File: src/rtl/line_gen_pkg.sv
// Shared types and constants for the line generator.
package line_gen_pkg;

  typedef enum logic [1:0] {
    ST_IDLE  = 2'd0,
    ST_RUN   = 2'd1,
    ST_DRAIN = 2'd2
  } state_t;

  // Bit positions inside cfg_mode.
  localparam int unsigned MODE_CONT = 0;
  localparam int unsigned MODE_SAT  = 1;

endpackage

File: src/rtl/line_gen_if.sv
// Output sample stream: valid/ready handshake carrying y and the x that produced it.
interface line_gen_if #(
  parameter int unsigned X_W = 16,
  parameter int unsigned Y_W = 32
) ();

  logic [Y_W-1:0] y;
  logic [X_W-1:0] x_out;
  logic           y_valid;
  logic           y_ready;

  modport master (output y, output x_out, output y_valid, input y_ready);
  modport slave  (input y, input x_out, input y_valid, output y_ready);

endinterface

File: src/rtl/line_gen_mac.sv
// Two-stage multiply/add pipe: stage 1 forms m*x, stage 2 adds c and applies
// saturate/wrap. Both stages move together on advance; flush empties them.
module line_gen_mac #(
  parameter int unsigned COEF_W = 8,
  parameter int unsigned X_W    = 16,
  parameter int unsigned Y_W    = 32
) (
  input  logic              clk,
  input  logic              rst_n,
  input  logic              ce,
  input  logic              advance,
  input  logic              flush,
  input  logic              sat,
  input  logic [COEF_W-1:0] m,
  input  logic [COEF_W-1:0] c,
  input  logic              in_valid,
  input  logic [X_W-1:0]    in_x,
  input  logic              in_last,
  output logic              out_valid,
  output logic [X_W-1:0]    out_x,
  output logic              out_last,
  output logic [Y_W-1:0]    y
);

  localparam int unsigned P_W = COEF_W + X_W;
  localparam int unsigned S_W = P_W + 1;
  // Wide enough to hold both the sum and the output, so the overflow test
  // degenerates to constant 0 when Y_W covers the full sum.
  localparam int unsigned E_W = (S_W > Y_W) ? S_W : Y_W;

  logic           s1_valid;
  logic           s1_last;
  logic [X_W-1:0] s1_x;
  logic [P_W-1:0] s1_p;
  logic [S_W-1:0] sum;
  logic [E_W-1:0] sum_ext;
  logic           ovf;
  logic [Y_W-1:0] y_d;

  // Stage-2 arithmetic: add offset, detect overflow of the output width.
  always_comb begin
    sum     = S_W'(s1_p) + S_W'(c);
    sum_ext = E_W'(sum);
    ovf     = (sum_ext >> Y_W) != '0;
    y_d     = (sat && ovf) ? '1 : sum_ext[Y_W-1:0];
  end

  // Pipeline registers; they hold while advance is low.
  always_ff @(posedge clk) begin
    if (!rst_n) begin
      s1_valid  <= 1'b0;
      s1_last   <= 1'b0;
      s1_x      <= '0;
      s1_p      <= '0;
      out_valid <= 1'b0;
      out_last  <= 1'b0;
      out_x     <= '0;
      y         <= '0;
    end else if (ce && flush) begin
      s1_valid  <= 1'b0;
      out_valid <= 1'b0;
      out_last  <= 1'b0;
    end else if (advance) begin
      s1_valid  <= in_valid;
      s1_last   <= in_last;
      s1_x      <= in_x;
      s1_p      <= P_W'(m) * P_W'(in_x);
      out_valid <= s1_valid;
      out_last  <= s1_valid & s1_last;
      if (s1_valid) begin
        out_x <= s1_x;
        y     <= y_d;
      end
    end
  end

endmodule

File: src/rtl/line_gen.sv
// Straight-line sample generator: sweeps x from cfg_x0 by cfg_xstep up to
// cfg_xlast and streams y = m*x + c through a 2-stage pipe.
module line_gen
  import line_gen_pkg::*;
#(
  parameter int unsigned COEF_W = 8,
  parameter int unsigned X_W    = 16,
  parameter int unsigned Y_W    = 32
) (
  input  logic              clk,
  input  logic              rst_n,
  input  logic              ce,
  input  logic              cfg_load,
  input  logic [COEF_W-1:0] cfg_m,
  input  logic [COEF_W-1:0] cfg_c,
  input  logic [X_W-1:0]    cfg_x0,
  input  logic [X_W-1:0]    cfg_xstep,
  input  logic [X_W-1:0]    cfg_xlast,
  input  logic [1:0]        cfg_mode,
  input  logic              start,
  input  logic              abort,
  output logic              busy,
  output logic              done,
  line_gen_if.master        stream
);

  state_t            state;
  logic [COEF_W-1:0] m_q;
  logic [COEF_W-1:0] c_q;
  logic [X_W-1:0]    x0_q;
  logic [X_W-1:0]    step_q;
  logic [X_W-1:0]    xlast_q;
  logic [1:0]        mode_q;
  logic [X_W-1:0]    x_q;

  logic              advance;
  logic              xfer;
  logic              issue_valid;
  logic              issue_last;
  logic [X_W-1:0]    issue_x;
  logic [X_W-1:0]    step_eff;
  logic [X_W-1:0]    next_x;
  logic [X_W:0]      x_sum;
  logic              out_valid;
  logic              out_last;
  logic [X_W-1:0]    out_x;
  logic [Y_W-1:0]    out_y;

  // Handshake, issue selection and last-x detection.
  // The first x is issued straight from IDLE on start so the first sample
  // appears two cycles after start.
  always_comb begin
    advance     = ce & ~(out_valid & ~stream.y_ready);
    xfer        = ce & out_valid & stream.y_ready;
    step_eff    = (step_q == '0) ? X_W'(1) : step_q;
    issue_x     = (state == ST_IDLE) ? x0_q : x_q;
    issue_valid = (state == ST_RUN) || ((state == ST_IDLE) && start);
    x_sum       = {1'b0, issue_x} + {1'b0, step_eff};
    issue_last  = (issue_x >= xlast_q) || x_sum[X_W];
    next_x      = issue_last ? x0_q : x_sum[X_W-1:0];
    busy        = (state != ST_IDLE);
    done        = (state == ST_DRAIN) && xfer && out_last && !abort;
  end

  // Control FSM, x counter and configuration capture.
  always_ff @(posedge clk) begin
    if (!rst_n) begin
      state   <= ST_IDLE;
      m_q     <= '0;
      c_q     <= '0;
      x0_q    <= '0;
      step_q  <= '0;
      xlast_q <= '0;
      mode_q  <= '0;
      x_q     <= '0;
    end else if (ce) begin
      if (abort) begin
        state <= ST_IDLE;
      end else begin
        unique case (state)
          ST_IDLE: begin
            if (cfg_load) begin
              m_q     <= cfg_m;
              c_q     <= cfg_c;
              x0_q    <= cfg_x0;
              step_q  <= cfg_xstep;
              xlast_q <= cfg_xlast;
              mode_q  <= cfg_mode;
            end
            if (start) begin
              x_q   <= next_x;
              state <= (issue_last && !mode_q[MODE_CONT]) ? ST_DRAIN : ST_RUN;
            end
          end
          ST_RUN: begin
            if (advance) begin
              x_q <= next_x;
              if (issue_last && !mode_q[MODE_CONT]) state <= ST_DRAIN;
            end
          end
          ST_DRAIN: begin
            if (xfer && out_last) state <= ST_IDLE;
          end
          default: state <= ST_IDLE;
        endcase
      end
    end
  end

  line_gen_mac #(
    .COEF_W (COEF_W),
    .X_W    (X_W),
    .Y_W    (Y_W)
  ) u_mac (
    .clk       (clk),
    .rst_n     (rst_n),
    .ce        (ce),
    .advance   (advance),
    .flush     (abort),
    .sat       (mode_q[MODE_SAT]),
    .m         (m_q),
    .c         (c_q),
    .in_valid  (issue_valid),
    .in_x      (issue_x),
    .in_last   (issue_last),
    .out_valid (out_valid),
    .out_x     (out_x),
    .out_last  (out_last),
    .y         (out_y)
  );

  assign stream.y       = out_y;
  assign stream.x_out   = out_x;
  assign stream.y_valid = out_valid;

endmodule

File: src/flat_wrapper.sv
// flat-port wrapper written by rule: the top's interface ports become plain ports
module line_gen_flat import line_gen_pkg::*;
#(
  parameter int unsigned COEF_W = 8,
  parameter int unsigned X_W    = 16,
  parameter int unsigned Y_W    = 32
)
  (clk, rst_n, ce, cfg_load, cfg_m, cfg_c, cfg_x0, cfg_xstep, cfg_xlast, cfg_mode, start, abort, busy, done, stream_y, stream_x_out, stream_y_valid, stream_y_ready);
  line_gen_if #(.X_W(X_W), .Y_W(Y_W)) stream_i ();
  input  logic clk;
  input  logic rst_n;
  input  logic ce;
  input  logic cfg_load;
  input  logic [COEF_W-1:0] cfg_m;
  input  logic [COEF_W-1:0] cfg_c;
  input  logic [X_W-1:0] cfg_x0;
  input  logic [X_W-1:0] cfg_xstep;
  input  logic [X_W-1:0] cfg_xlast;
  input  logic [1:0] cfg_mode;
  input  logic start;
  input  logic abort;
  output logic busy;
  output logic done;
  output wire logic [$bits(stream_i.y)-1:0] stream_y;
  output wire logic [$bits(stream_i.x_out)-1:0] stream_x_out;
  output wire logic [$bits(stream_i.y_valid)-1:0] stream_y_valid;
  input wire logic [$bits(stream_i.y_ready)-1:0] stream_y_ready;
  assign stream_y = stream_i.y;
  assign stream_x_out = stream_i.x_out;
  assign stream_y_valid = stream_i.y_valid;
  assign stream_i.y_ready = stream_y_ready;
  line_gen #(.COEF_W(COEF_W), .X_W(X_W), .Y_W(Y_W)) u_core (.clk(clk), .rst_n(rst_n), .ce(ce), .cfg_load(cfg_load), .cfg_m(cfg_m), .cfg_c(cfg_c), .cfg_x0(cfg_x0), .cfg_xstep(cfg_xstep), .cfg_xlast(cfg_xlast), .cfg_mode(cfg_mode), .start(start), .abort(abort), .busy(busy), .done(done), .stream(stream_i));
endmodule
File: config.mk
export PLATFORM = sky130hd
export DESIGN_NAME = line_gen_flat
export DESIGN_NICKNAME = d
export VERILOG_FILES = /design/src/rtl/line_gen_pkg.sv /design/src/rtl/line_gen_if.sv /design/src/rtl/line_gen_mac.sv /design/src/rtl/line_gen.sv /design/src/flat_wrapper.sv
export SDC_FILE = /design/constraint.sdc
export NUM_CORES = 1
export LEC_CHECK = 0
export CORE_ASPECT_RATIO = 0.75
export CORE_MARGIN = 5
export CORE_UTILIZATION = 50
export DETAILED_ROUTE_END_ITERATION = 12
export PLACE_DENSITY = 0.71
export REMOVE_ABC_BUFFERS = 1
export SLEW_MARGIN = 20
export SYNTH_ARGS = -nofsm -noshare
export SYNTH_HDL_FRONTEND = slang
export SYNTH_HIERARCHICAL = 1
export SYNTH_SLANG_ARGS = --single-unit
File: constraint.sdc
create_clock -name clk -period 8.2 [get_ports clk]
set_input_delay 2.46 -clock clk [delete_from_list [all_inputs] [get_ports clk]]
set_output_delay 2.46 -clock clk [all_outputs]
set_load 0.05 [all_outputs]
==> run metrics, run 1 <==
status=complete, no violations; Top Layer Used=met5; Setup Viol. Count Final=0; largest net degree at the start of global routing=85; CTS root buf=clkbuf_16; worst skew pair latency=0.44 ns; port bufs=115; mapped cell area=0.0124 mm2; die area=0.0280 mm2; CP required=approximately 5.7 ns; Metal-1 WL=around 15000 um; Endpoint, Worst Hold=u_core/u_mac/out_x[15]$_SDFFE_PN0P_; reg2reg start=u_core/state[0]$_SDFFE_PN0P_; drt drc=0; dpl cell area=0.0136 mm2; Rows=49; Net count, final=1784; total number of vias=just over 10000; routability cong.=~0.9; ANT nets after route=0; worst reg2reg endpoint=u_core/u_mac/s1_p[23]$_SDFFE_PN0P_; max_cap viols=0; final period utilization=between 80% and 90%; grt ovf=0; setup ws final=~1.4 ns; Place WS=1.48 ns; fin area=0.0142 mm2; Switching Fraction=27.9%; Fmax=0.148 GHz; final hold violations=0; worst slew pin tran=0.958 ns; met3 WL=1730 um; Clk pin slew, worst setup/hold paths=0.07 ns; vias in the first global route=10200; Starting Density=51.2%; endpoint class of the critical path=output pin; critical path startpoint category=primary input; postcts setup bufs=0; first-pass GRT wire length=51000 um; CP Class=in2out; Num CTS Buffers=17; Diodes inserted=0; CTS Sinks=~170; layout cell share with drive strength beyond 1=5.28%; R2R cell count=19; NetSw=between 0.5 and 0.6 mW; Period minus WS final=6.75 ns; Overall Power=2.02 mW; I/O pin cnt=124; Combinational Power Share=13.7%; Setup Skew=0.0136 ns; clock tree buffer depth=2; post-cts sizing count=0; hold path start=u_core/u_mac/s1_x[15]$_SDFFE_PN0P_; CTS tree=done; Int Power=1.45 mW; Yosys Warn Count=6; Setup TNS=0 ns; worst endpoint data arrival time=4.29 ns; Hold Buf Count CTS=0; Avg Cell Area, Syn=between 8 and 9 um2; Die X-Extent=roughly 190 um; Hold Path Depth=2; Detailed Route Iter0 Violations=between 600 and 700; Max-slew headroom=between 30% and 40%; antenna violations before repair=1; die span in y=146 um; core area=0.0242 mm2; worst vdd ir=143 uV; WL met2=about 13000 um; PwrDens=142 mW/mm2; Cells after Synth=1486; routed wire length per instance=16.1 um; Hold Crit Class=reg2reg; Leakage=6.08 nW; total global-route track usage=22.3%; htree depth=4; Final Max Slew Viols=0; power share of the clock group=around 44%; Sequential Power Share=42.6%; dpl hpwl=about 21000 um; Crit Path Max Fanout=6; routed vias/inst=roughly 5.4; First-pass DRT Iterations=5; RSZ-0062 raised after global routing=no; drt total wl=about 30000 um; R2R setup slack=2.42 ns; area grow syn2layout=15.1%
-- registers in the layout, summed over array words and instances (netlist names) --
name	count
u_core/c_q	8
u_core/m_q	8
u_core/mode_q	1
u_core/state	2
u_core/step_q	16
u_core/u_mac/out_last	1
u_core/u_mac/out_valid	1
u_core/u_mac/out_x	16
u_core/u_mac/s1_last	1
u_core/u_mac/s1_p	24
u_core/u_mac/s1_valid	1
u_core/u_mac/s1_x	16
u_core/u_mac/y	25
u_core/x0_q	16
u_core/x_q	16
u_core/xlast_q	16
-- power groups by stage --
stage / clock [mW] / combinational [mW] / sequential [mW]
floorplan: 0 / 0.153 / 0.880
global placement: 0 / 0.270 / 0.877
detailed placement: 0 / 0.274 / 0.877
CTS: 0.896 / 0.276 / 0.859
global route: 0.935 / 0.305 / 0.862
finish: 0.881 / 0.277 / 0.859
-- metal layers --
metal | up-vias | global-route usage (%)
li1 | 5015 | -
met2 | 259 | 34.6
met5 | - | 0
met1 | 4955 | 32.2
met3 | 19 | 4.96
met4 | 2 | 4.63
-- layout by cell type, fill, tap and decap left out, types with 15 or more instances in the layout --
| master | n |
|---|---|
| inv_1 | 124 |
| a21boi_0 | 44 |
| xnor2_1 | 23 |
| clkbuf_16 | 17 |
| a21oi_1 | 119 |
| o21ai_0 | 44 |
| fa_1 | 86 |
| mux2_2 | 15 |
| clkdlybuf4s50_1 | 114 |
| and2_1 | 117 |
| nand2_1 | 288 |
| a21o_1 | 17 |
| dfxtp_1 | 168 |
| nand3_1 | 28 |
| nor2_1 | 27 |
| xor2_1 | 30 |
| and3_1 | 21 |
| ha_1 | 84 |
-- area by class of cell --
| class | count | area (um2) |
|---|---|---|
| flip-flops and latches | 168 | 3360 |
| fillers | 2214 | 9910 |
| inverters | 125 | 469 |
| repair buffers | 123 | 1210 |
| clock buffers | 17 | 425 |
| well taps | 331 | 414 |
| multi-input cells | 1106 | 8160 |
| clock inverters | 14 | 206 |
-- stage by stage --
step           util (%)  cells  hold WS (ns)
2_1_floorplan         -   1399         0.421
3_3_place_gp       56.3   1853         0.434
3_5_place_dp       56.3   1853         0.442
4_1_cts            58.9   1884         0.459
5_1_grt            59.0   1884         0.473
6_report           59.0   1884         0.459
-- critical path, cell delays in order --
cell and delay [ns]:
clkdlybuf4s50_1 0.57, nand2b_1 0.16, nor4_1 0.24, clkdlybuf4s50_1 0.86
-- how the worst max path moves through the flow --
stage / from / to / slack, ns
3_5_place_dp: ce / done / 1.48
4_1_cts: ce / done / 1.46
5_1_grt: abort / done / 1.33
6_report: ce / done / 1.45
3_3_place_gp: ce / done / 1.48
2_1_floorplan: abort / done / 1.65
Power figures use the tool's default switching activity.
==> inputs of run 2 (changes only) <==
Settings changed: PLACE_DENSITY 0.71 to 0.74.
Clock period 8.2 ns to 6.15 ns, I/O delays scaled along.
==> run metrics, run 2 (same netlist as run 1, synthesis figures left out) <==
clock tree buffer depth=2 (unchanged); grt ovf=0 (unchanged); Setup TNS=0 ns (unchanged); final period utilization=about 93%; Period minus WS final=5.73 ns; layout cell share with drive strength beyond 1=5.51% (+0.23 points); htree depth=4 (unchanged); Num CTS Buffers=17 (unchanged); routed vias/inst=5.44 (about the same); Sequential Area=0.00336 mm2 (unchanged); fill count=2175 (-1.8%); setup ws final=0.416 ns (-1.03 ns); Fmax=0.174 GHz; critical path depth in cells=19 (+15); dpl cell area=0.0136 mm2 (+0.33%); Starting Density=51.2% (unchanged); total number of vias=10300 (+0.33%); total global-route track usage=21.7% (-0.67 points); worst reg2reg endpoint=u_core/u_mac/s1_p[23]$_SDFFE_PN0P_; Final Max Slew Viols=0 (unchanged); First-pass DRT Iterations=5 (unchanged); CTS root buf=clkbuf_16; CP required=6.46 ns (+0.72 ns); Place WS=0.468 ns (-1.01 ns); Max-slew headroom=36.7% (+0.52 points); worst endpoint data arrival time=6.04 ns (+1.75 ns); Clk pin slew, worst setup/hold paths=0.06 ns (about the same); CTS tree=done; max reg flops=25 (unchanged); largest net degree at the start of global routing=66 (-22%); Rows=49 (unchanged); Setup Skew=0.00858 ns (-0.00498 ns); die area=0.0280 mm2 (unchanged); area of the multi-input gates=0.00815 mm2 (about the same); max_cap viols=0 (unchanged); critical path startpoint category=register; Buf+Inv Stages, Crit Path=3 (+1); routability cong.=0.879 (-3.7%); fin area=0.0142 mm2 (about the same); CP Class=reg2reg; Detailed Route Iter0 Violations=705 (+7.0%); drt drc=0 (unchanged); commonest non-fill, non-tap cells in the layout=nand2_1, dfxtp_1, inv_1; worst vdd ir=183 uV (+28%); reg2reg start=u_core/state[0]$_SDFFE_PN0P_; Overall Power=2.60 mW (+29%); ANT nets after route=0 (unchanged); fin util=58.9% (about the same); Endpoint, Worst Hold=u_core/xlast_q[2]$_SDFFE_PN0P_; DP Cell Count=1859 (+0.32%); I/O pin cnt=124 (unchanged); Leakage=6.08 nW (about the same); CTS Sinks=168 (unchanged); worst slew pin tran=0.950 ns (-0.00782 ns); CP top delay family=adder cells; core area=0.0242 mm2 (unchanged); R2R cell count=19 (unchanged); Hold Crit Class=reg2reg; first-pass GRT wire length=50000 um (-2.1%); vias in the first global route=10100 (-0.29%); CP Cell Sequence=nor2_1 > buf_4 > mux2_2 > and2_1 > fa_1 > fa_1 > fa_1 > inv_1 > fa_1 > inv_1 > ha_1 > a21o_1 > a21o_1 > a21oi_2 > o31ai_4 > a31o_4 > o31a_1 > xnor2_1 > a21oi_1; hold slack=0.459 ns (+0.000691 ns); area grow syn2layout=15.0% (about the same); dpl hpwl=21700 um (+1.4%); Most flops, register=u_core/u_mac/y; Diodes inserted=0 (unchanged); port bufs=115 (unchanged); status=complete, no violations; Crit Path Max Fanout=19 (+13); final hold violations=0 (unchanged); Slowest Stage Delay on Critical Path=0.54 ns (-0.32 ns); Slowest-stage cell, CP=fa_1; endpoint class of the critical path=register; Net count, final=1790 (+0.34%); final std cells w/o fill=1891 (+0.37%); most frequent cell on the critical path=fa_1; die span in y=146 um (unchanged); worst skew pair latency=0.44 ns (about the same); PwrDens=182 mW/mm2 (+29%); routed wire length per instance=15.8 um (-2.2%); antenna violations before repair=0 (-1); RSZ-0062 raised after global routing=no; top flop regs=u_core/u_mac/y x25, u_core/u_mac/s1_p x24; R2R setup slack=0.42 ns (-2.00 ns); Hold Buf Count CTS=0 (unchanged); Die X-Extent=192 um (unchanged); commonest non-fill, non-tap cell in the layout=nand2_1; post-cts sizing count=0 (unchanged); drt total wl=29900 um (-1.8%); hold path start=u_core/xlast_q[2]$_SDFFE_PN0P_; postcts setup bufs=0 (unchanged); Hold Path Depth=2 (unchanged); Setup Viol. Count Final=0 (unchanged)
[run 2: cell count changes in the layout (fill, tap and decap cells not counted)]
cell / before / now
buf_4: 8 / 14
bufinv_16: 4 / 2
clkbuf_1: 0 / 2
clkinv_2: 1 / 2
clkinv_4: 2 / 3
clkinvlp_4: 0 / 3
inv_6: 6 / 2
nor4_1: 12 / 13
nor4_2: 1 / 0
[run 2: how the worst max path moves through the flow]
stage                                            start                            endpoint  slack (ns)
after floorplan           u_core/state[0]$_SDFFE_PN0P_  u_core/u_mac/s1_p[23]$_SDFFE_PN0P_        0.26
after CTS                 u_core/state[0]$_SDFFE_PN0P_  u_core/u_mac/s1_p[23]$_SDFFE_PN0P_        0.45
after global routing      u_core/state[0]$_SDFFE_PN0P_  u_core/u_mac/s1_p[22]$_SDFFE_PN0P_        0.06
final                     u_core/state[0]$_SDFFE_PN0P_  u_core/u_mac/s1_p[23]$_SDFFE_PN0P_        0.42
after global placement    u_core/state[0]$_SDFFE_PN0P_  u_core/u_mac/s1_p[23]$_SDFFE_PN0P_        0.49
after detailed placement  u_core/state[0]$_SDFFE_PN0P_  u_core/u_mac/s1_p[23]$_SDFFE_PN0P_        0.47
[run 2: where the power goes]
| group | leakage, nW | switching (mW) | internal (mW) |
|---|---|---|---|
| Sequential | 1.36 | 0.0276 | 1.12 |
| Combinational | 4.44 | 0.237 | 0.136 |
| Clock | 0.276 | 0.475 | 0.603 |
| Total | 6.08 | 0.740 | 1.86 |
[run 2: final cells by class]
cell class	count	area share (%)
multi-input combinational	1106	57.3
sequential	168	23.6
timing repair buffer	129	8.79
inverter	125	3.30
clock buffer	19	3.04
tap	331	2.91
clock inverter	13	1.04
[run 2: worst reg2reg max path, cell delays in order (launching register included)]
cell	delay, ns
dfxtp_1	0.39
nor2_1	0.14
buf_4	0.30
mux2_2	0.52
and2_1	0.21
fa_1	0.49
fa_1	0.53
fa_1	0.54
inv_1	0.06
fa_1	0.53
inv_1	0.04
ha_1	0.37
a21o_1	0.20
a21o_1	0.20
a21oi_2	0.18
o31ai_4	0.11
a31o_4	0.28
o31a_1	0.30
xnor2_1	0.15
a21oi_1	0.07
[run 2: routing by layer]
| metal | GRT usage [%] | up-vias | share of wire (%) |
|---|---|---|---|
| met3 | 4.06 | 29 | 5.8 |
| met2 | 34.5 | 289 | 45 |
| met5 | 0 | - | 0 |
| met1 | 30.9 | 4934 | 48 |
| met4 | 4.56 | 0 | 1.1 |
| li1 | - | 5032 | - |
